--- src/rtl/sig_an_pkg.sv ---
// Shared types and constants for the single-input signature analyzer.
// State encoding and default feedback/seed values used by the FSM and the SISR.
package sig_an_pkg;

    localparam int WIDTH = 8;

    // x^8 + x^4 + x^3 + x^2 + 1, with the x^8 term implicit
    localparam logic [WIDTH-1:0] DEFAULT_POLY = 8'h1D;
    localparam logic [WIDTH-1:0] DEFAULT_SEED = 8'h00;

    typedef enum logic [1:0] {
        ST_IDLE = 2'd0,
        ST_RUN  = 2'd1,
        ST_DONE = 2'd2
    } state_t;

endpackage

--- src/rtl/sig_an_sisr.sv ---
// Single-input signature register: loads SEED, or shifts one din bit through POLY feedback.
// Latency: one cycle per absorbed bit; sig_shift shows the would-be next value combinationally.
// Backpressure: none; the register holds whenever neither load nor shift_en is asserted.
module sig_an_sisr
    import sig_an_pkg::*;
#(
    parameter int               WIDTH = sig_an_pkg::WIDTH,
    parameter logic [WIDTH-1:0] POLY  = DEFAULT_POLY,
    parameter logic [WIDTH-1:0] SEED  = DEFAULT_SEED
) (
    input  logic             clk,
    input  logic             rst,
    input  logic             load,
    input  logic             shift_en,
    input  logic             din,
    output logic [WIDTH-1:0] sig,
    output logic [WIDTH-1:0] sig_shift
);

    logic [WIDTH-1:0] sig_q;
    logic [WIDTH-1:0] sig_d;
    logic             fb;

    always_comb begin
        fb        = sig_q[WIDTH-1] ^ din;
        sig_shift = {sig_q[WIDTH-2:0], 1'b0} ^ ({WIDTH{fb}} & POLY);
        sig_d     = sig_q;
        if (load) begin
            sig_d = SEED;
        end else if (shift_en) begin
            sig_d = sig_shift;
        end
    end

    always_ff @(posedge clk) begin
        if (rst) begin
            sig_q <= SEED;
        end else begin
            sig_q <= sig_d;
        end
    end

    assign sig = sig_q;

endmodule

--- src/rtl/sig_analyzer_8.sv ---
// Signature analyzer: compacts n_bits qualified serial bits and compares against a golden value.
// Latency: done/pass registered, high the cycle after the last absorbed bit (next cycle if n_bits=0).
// Backpressure: din_valid low stalls compaction; optional abort port under SIGAN_ABORT_EN.
module sig_analyzer_8
    import sig_an_pkg::*;
#(
    parameter int               WIDTH = sig_an_pkg::WIDTH,
    parameter logic [WIDTH-1:0] POLY  = DEFAULT_POLY,
    parameter logic [WIDTH-1:0] SEED  = DEFAULT_SEED
) (
    input  logic             CLK,
    input  logic             RST,
    input  logic             start,
    input  logic             din,
    input  logic             din_valid,
    input  logic [7:0]       n_bits,
    input  logic [WIDTH-1:0] golden,
`ifdef SIGAN_ABORT_EN
    input  logic             abort,
`endif
    output logic             busy,
    output logic             done,
    output logic             pass,
    output logic [WIDTH-1:0] signature
);

    state_t           state_q, state_d;
    logic [7:0]       count_q, count_d;
    logic [7:0]       n_bits_q, n_bits_d;
    logic [WIDTH-1:0] golden_q, golden_d;
    logic             busy_q, busy_d;
    logic             done_q, done_d;
    logic             pass_q, pass_d;
    logic             sisr_load;
    logic             sisr_shift;
    logic [WIDTH-1:0] sig_shift;
    logic             abort_req;

`ifdef SIGAN_ABORT_EN
    assign abort_req = abort;
`else
    assign abort_req = 1'b0;
`endif

    always_comb begin
        state_d    = state_q;
        count_d    = count_q;
        n_bits_d   = n_bits_q;
        golden_d   = golden_q;
        pass_d     = pass_q;
        sisr_load  = 1'b0;
        sisr_shift = 1'b0;

        case (state_q)
            ST_IDLE, ST_DONE: begin
                if (start) begin
                    sisr_load = 1'b1;
                    count_d   = 8'd0;
                    n_bits_d  = n_bits;
                    golden_d  = golden;
                    if (n_bits == 8'd0) begin
                        state_d = ST_DONE;
                        pass_d  = (SEED == golden);
                    end else begin
                        state_d = ST_RUN;
                    end
                end
            end
            ST_RUN: begin
                // abort wins over a coincident valid bit so the signature is left untouched
                if (abort_req) begin
                    state_d = ST_IDLE;
                end else if (din_valid) begin
                    sisr_shift = 1'b1;
                    count_d    = count_q + 8'd1;
                    if (count_q == n_bits_q - 8'd1) begin
                        state_d = ST_DONE;
                        pass_d  = (sig_shift == golden_q);
                    end
                end
            end
            default: begin
                state_d = ST_IDLE;
            end
        endcase

        if (state_d != ST_DONE) begin
            pass_d = 1'b0;
        end
        busy_d = (state_d == ST_RUN);
        done_d = (state_d == ST_DONE);
    end

    always_ff @(posedge CLK) begin
        if (RST) begin
            state_q  <= ST_IDLE;
            count_q  <= 8'd0;
            n_bits_q <= 8'd0;
            golden_q <= '0;
            busy_q   <= 1'b0;
            done_q   <= 1'b0;
            pass_q   <= 1'b0;
        end else begin
            state_q  <= state_d;
            count_q  <= count_d;
            n_bits_q <= n_bits_d;
            golden_q <= golden_d;
            busy_q   <= busy_d;
            done_q   <= done_d;
            pass_q   <= pass_d;
        end
    end

    sig_an_sisr #(
        .WIDTH (WIDTH),
        .POLY  (POLY),
        .SEED  (SEED)
    ) u_sisr (
        .clk       (CLK),
        .rst       (RST),
        .load      (sisr_load),
        .shift_en  (sisr_shift),
        .din       (din),
        .sig       (signature),
        .sig_shift (sig_shift)
    );

    assign busy = busy_q;
    assign done = done_q;
    assign pass = pass_q;

endmodule

--- config.mk ---
export PLATFORM = sky130hd
export DESIGN_NAME = sig_analyzer_8
export DESIGN_NICKNAME = d
export VERILOG_FILES = /design/src/rtl/sig_an_pkg.sv /design/src/rtl/sig_an_sisr.sv /design/src/rtl/sig_analyzer_8.sv
export SDC_FILE = /design/constraint.sdc
export NUM_CORES = 1
export LEC_CHECK = 0
export ABC_AREA = 1
export ABC_CLOCK_PERIOD_IN_PS = 1750
export BUFFER_PORTS_ARGS = -buffer_cell sky130_fd_sc_hd__clkbuf_2
export CELL_PAD_IN_SITES_DETAIL_PLACEMENT = 1
export CELL_PAD_IN_SITES_GLOBAL_PLACEMENT = 2
export CORE_MARGIN = 2
export CORE_UTILIZATION = 30
export DETAILED_ROUTE_END_ITERATION = 10
export PLACE_DENSITY_LB_ADDON = 0.1
export SETUP_SLACK_MARGIN = 0.1
export SYNTH_ARGS = -nofsm -noshare
export SYNTH_HDL_FRONTEND = slang
export SYNTH_SLANG_ARGS = --single-unit
--- constraint.sdc ---
create_clock -name CLK -period 1.75 [get_ports CLK]
set_input_delay 0.0875 -clock CLK [delete_from_list [all_inputs] [get_ports CLK]]
set_output_delay 0.0875 -clock CLK [all_outputs]
set_load 0.005 [all_outputs]
# Word-level counts from Yosys, hierarchy flattened
# Cells that the tools add are included.
# Widths: inputs -> output; s select.
# classes
add_sub_neg	2
n_mul	0
n_div	0
order_cmp	0
eq_ne	11
shifts	0
muxes	17
bitwise_logic	2
n_reduce_logical	10
# ops
operator	n
$eq 8x8->1	2
$logic_not 8->1	2
$mux 8	2
$pmux 8 s2	1
$ne 2x2->1 const B	5
$add 8x1->8 const B	1
$mux 1	8
$mux 2	4
$sub 8x1->8 const B	1
$xor 8x5->8	1
$reduce_or 2->1	3
$reduce_and 5->1	1
$eq 2x1->1 const B	2
$eq 2x2->1 const B	2
$pmux 2 s2	1
$reduce_and 3->1	1
$logic_not 2->1	1
$pmux 1 s2	1
$reduce_and 2->1	1
$reduce_bool 2->1	1
$xor 1x1->1	1
# word_totals
register_bits	37
latch_bits	0
ram_bits	0
mem_bits_ro	0
in_bits	21
out_inout_bits	11
wordCells	50
memories	0

# Depth between registers and ports, before layout
# depth
word_depth	7
mapped_depth	15
depth_no_buf	15

# Cells and area by module
# Synthesis repeated with hierarchy kept, for this count alone.
# hier_totals
cells_unflattened	298
area_unflattened_um2	2031.9
# modules_own_cells
mod	instances	cells_per_inst	area_each_um2	seq_area_each_um2
sig_analyzer_8	1	236	1587.8	580.6
sig_an_sisr	1	62	444.2	160.2

# Least setup slack after synthesis
# No wires, ideal clock.
# synth_timing
kind	register -> register
start	register n_bits_q[0]
end	register pass_q, in the netlist pass
setup_time_ns	0.114
arrival_ns	1.391
required_time_ns	1.636
slack_ns	0.246
path_stages_with_launch	14
n_path_buf	0
period_less_slack_ns	1.504
cell_sequence	dfxtp_1 -> inv_4 -> ha_1 -> inv_1 -> nand2_1 -> nand2_1 -> nor2_1 -> nand3_1 -> a21oi_2 -> nand3_2 -> nand2_2 -> nand3_1 -> nand2_1 -> nor2_1
# synth_between
elab_chain_len	7
word_cells_on_any_way	9
cone_classes	add/sub: 1; eq/ne: 3; mux: 3; reduce/logical: 2
# synth_lines
element	line	text
start: declaration	sig_analyzer_8.sv:29	logic [7:0] n_bits_q, n_bits_d;
start signal: assignment	sig_analyzer_8.sv:106	n_bits_q <= n_bits_d;
$sub 8x1->8 (*)	sig_analyzer_8.sv:76	if (count_q == n_bits_q - 8'd1) begin
$eq 8x8->1 (*)	sig_analyzer_8.sv:76	
$mux 2	sig_analyzer_8.sv:76	
$mux 2	sig_analyzer_8.sv:73	end else if (din_valid) begin
$pmux 2 s2	sig_analyzer_8.sv:54	case (state_q)
$ne 2x2->1	sig_analyzer_8.sv:87	if (state_d != ST_DONE) begin
$reduce_or 2->1 (no source line)	n/a	
end signal: assignment	sig_analyzer_8.sv:110	pass_q <= pass_d;
end: declaration	sig_analyzer_8.sv:33	logic pass_q, pass_d;
# Every way passes the cells marked *; elsewhere a longest branch is shown, timed or not.
# A chain may end at the register's enable or synchronous reset.

# Worst setup path after layout
# layout_timing
start	register n_bits_q[1]
end	register pass_q, in the netlist pass
# Same word-level chain as after synthesis.

==> impl_metrics.sql <==
INSERT INTO impl_metrics (metric_group, metric, value, unit) VALUES
('drt', 'dr.first_iter.drc_count', '45', ''),
('floorplanning', 'die_width', '85.15', 'um'),
('pwr', 'max-vdd-ir-drop', '0.0003203', 'V'),
('pwr', 'switching_share', '30.43', '%'),
('floorplanning', 'die_area', '7251', 'sq um'),
('min_path', 'startpoint_of_the_lowest_slack_hold_path', 'RST', ''),
('final_layout', 'post-route-cell-area', '2326', 'sq um'),
('floorplanning', 'row_count', '29', ''),
('final_layout', 'area.growth.synth_to_final', '17.73', '%'),
('clocking', 'cts_tree', 'done', ''),
('timing', 'worstMarginPinSlew', '460.4', 'ps'),
('timing', 'max_freq', '0.6270', 'GHz'),
('floorplanning', 'floorplan.initialDensity', '31.11', '%'),
('setup_path', 'max_stage_delay', '350', 'ps'),
('drt', 'drtAntennaViolNets', '0', ''),
('min_path', 'whs_path_depth', '2', ''),
('clocking', 'cts.hold.buffers_added', '0', ''),
('timing', 'finalHoldViolations', '0', ''),
('pwr', 'power.static_leakage', '1.055', 'nW'),
('setup_path', 'worst_path_dominant_cell_family', 'simple AND/OR/NAND/NOR gates', ''),
('run', 'cap_violations', '0', ''),
('final_layout', 'fillers', '827', ''),
('setup_path', 'reg2reg_slack', '160', 'ps'),
('placement', 'dp_hpwl', '4349', 'um'),
('timing', 'final-setup-viol-count', '0', ''),
('final_layout', 'finish.net_count', '352', ''),
('timing', 'clock_skew', '6.661', 'ps'),
('drt', 'drc', '0', ''),
('logic_synthesis', 'postSynth.topFlopCell', 'dfxtp_1', ''),
('global_routing', 'wire_length_of_the_first_global_routing_pass', '9349', 'um'),
('logic_synthesis', 'synthesized_instance_count', '293', ''),
('setup_path', 'critical_path_start_type', 'flop', ''),
('final_layout', 'layout-drive-gt1-share', '24.01', '%'),
('setup_path', 'worst_path_max_delay_cell', 'dfxtp_2', ''),
('logic_synthesis', 'synth_top_area_share', '37.49', '%'),
('timing', 'min_period_over_period', '91.14', '%'),
('pwr', 'power_switching', '0.5997', 'mW'),
('setup_path', 'endpoint_kind', 'flop', ''),
('drt', 'routedWlPerCell', '13.06', 'um'),
('logic_synthesis', 'synth_async_sr_flop_share', '0', '%'),
('clocking', 'clock_sink_count', '37', ''),
('logic_synthesis', 'postSynthNetCount', '316', ''),
('clocking', 'cts.htree.levels', '2', ''),
('placement', 'gp_congestion', '0.8751', ''),
('clocking', 'max-clock-path-buffers', '2', ''),
('outcome', 'outcome', 'finished, final reports clean', ''),
('floorplanning', 'fp.dieH', '85.15', 'um'),
('global_routing', 'grt_start_max_net_pins', '19', ''),
('placement', 'detailed_place.area', '2200', 'sq um'),
('clocking', 'clockRootBuffer', 'clkbuf_8', ''),
('setup_path', 'worstRegToRegCells', '12', ''),
('setup_path', 'cp.arrival', '1820', 'ps'),
('setup_path', 'crit_path_max_fanout', '3', ''),
('timing', 'final.min_clock_period', '1595', 'ps'),
('pwr', 'power_frac_seq', '47.6', '%'),
('floorplanning', 'design.core.area', '6350', 'sq um'),
('logic_synthesis', 'synth_top_area_cell', 'dfxtp_1', ''),
('setup_path', 'cp_common_cell', 'nand2_1', ''),
('final_layout', 'layout_commonest_cell', 'nand2_1', ''),
('setup_path', 'critical_path_class', 'flop to flop', ''),
('global_routing', 'antenna_violations_before_repair', '0', ''),
('setup_path', 'required', '1980', 'ps'),
('pwr', 'pwr-share-comb', '21.6', '%'),
('floorplanning', 'io_pins', '32', ''),
('min_path', 'min_to', 'count_q[1]$_SDFFE_PP0P_', ''),
('logic_synthesis', 'number_of_synthesized_register_bits', '37', ''),
('setup_path', 'crit-reg2reg-capture', 'pass$_SDFFE_PP0P_', ''),
('clocking', 'clk_latency', '280', 'ps'),
('timing', 'slew_violations', '0', ''),
('logic_synthesis', 'synth_cell_types', '32', ''),
('clocking', 'clkTransAtPathRegs', '70', 'ps');
-- per-stage QoR --
stage	hold WS [ps]	util (%)	instances	setup WS [ps]	power, mW
6_report	42.38	36.63	406	155.0	1.971
5_1_grt	50.49	36.63	406	13.12	2.114
4_1_cts	31.31	36.47	405	95.27	2.004
3_5_place_dp	342.0	34.64	396	52.97	1.369
3_3_place_gp	338.3	34.64	396	121.0	1.364
2_1_floorplan	156.6	-	293	245.5	1.239
-- cell families after synthesis --
logic type	after synthesis	synth area share, %
adder cells (fa/ha/maj)	2	1.266
XOR/XNOR	4	1.774
AO/OA/AOI/OAI	63	16.59
flip-flops	37	37.49
AND/OR/NAND/NOR	139	32.42
buffers and inverters	48	10.45
-- synthesized netlist by cell type, drive strengths merged (3+ instances only) --
library cell and instances:
nor2 34, clkbuf 3, nor3 5, dfxtp 37, a21oi 31, buf 6, inv 37, nand3b 4
nand3 14, nor4 4, nand2 76, o21ai 30, xor2 3
-- state kept, by name (all words and copies together) (netlist names) --
signal	count
count_q	8
pass	1
golden_q	8
busy	1
n_bits_q	8
done	1
u_sisr.sig	8
state_q	2
-- power groups by stage --
stage,combinational (mW),clock [mW],sequential [mW]
2_1_floorplan,0.292,0,0.947
3_5_place_dp,0.411,0,0.958
3_3_place_gp,0.408,0,0.956
4_1_cts,0.428,0.637,0.939
5_1_grt,0.498,0.669,0.947
6_report,0.425,0.607,0.939
-- area by class of cell --
class                   count  area, sq um  area share [%]
well taps                  77        96.34           4.142
multi-input cells         208         1044           44.86
clock buffers               7        86.33           3.712
flip-flops and latches     37        743.2           31.95
repair buffers             38        207.7           8.930
inverters                  39        148.9           6.401
-- how the worst max path moves through the flow --
stage	from	end	cells past startpoint
floorplan	n_bits_q[0]$_SDFFE_PP0P_	pass$_SDFFE_PP0P_	13
global placement	n_bits_q[0]$_SDFFE_PP0P_	pass$_SDFFE_PP0P_	12
detailed placement	n_bits_q[0]$_SDFFE_PP0P_	pass$_SDFFE_PP0P_	12
CTS	n_bits_q[1]$_SDFFE_PP0P_	pass$_SDFFE_PP0P_	12
global route	n_bits_q[1]$_SDFFE_PP0P_	pass$_SDFFE_PP0P_	12
finish	n_bits_q[1]$_SDFFE_PP0P_	pass$_SDFFE_PP0P_	12
-- repair_timing --
action | CTS | global route
pin swaps | 7 | 6
cloned | 0 | 0
setup buffers | 2 | 1
endpoints found under the hold margin | 0 | 0
setup endpoints to repair | 3 | 4
gates resized for setup | 5 | 1
-- metal layers --
metal	vias to the layer above	track usage [%]	wire, um
met2	32	24.93	2207
met1	865	23.16	2859
met5	-	0	0
li1	1010	-	-
met4	0	3.463	44
met3	5	3.210	190
No activity file was read; power rests on OpenSTA's default activity.
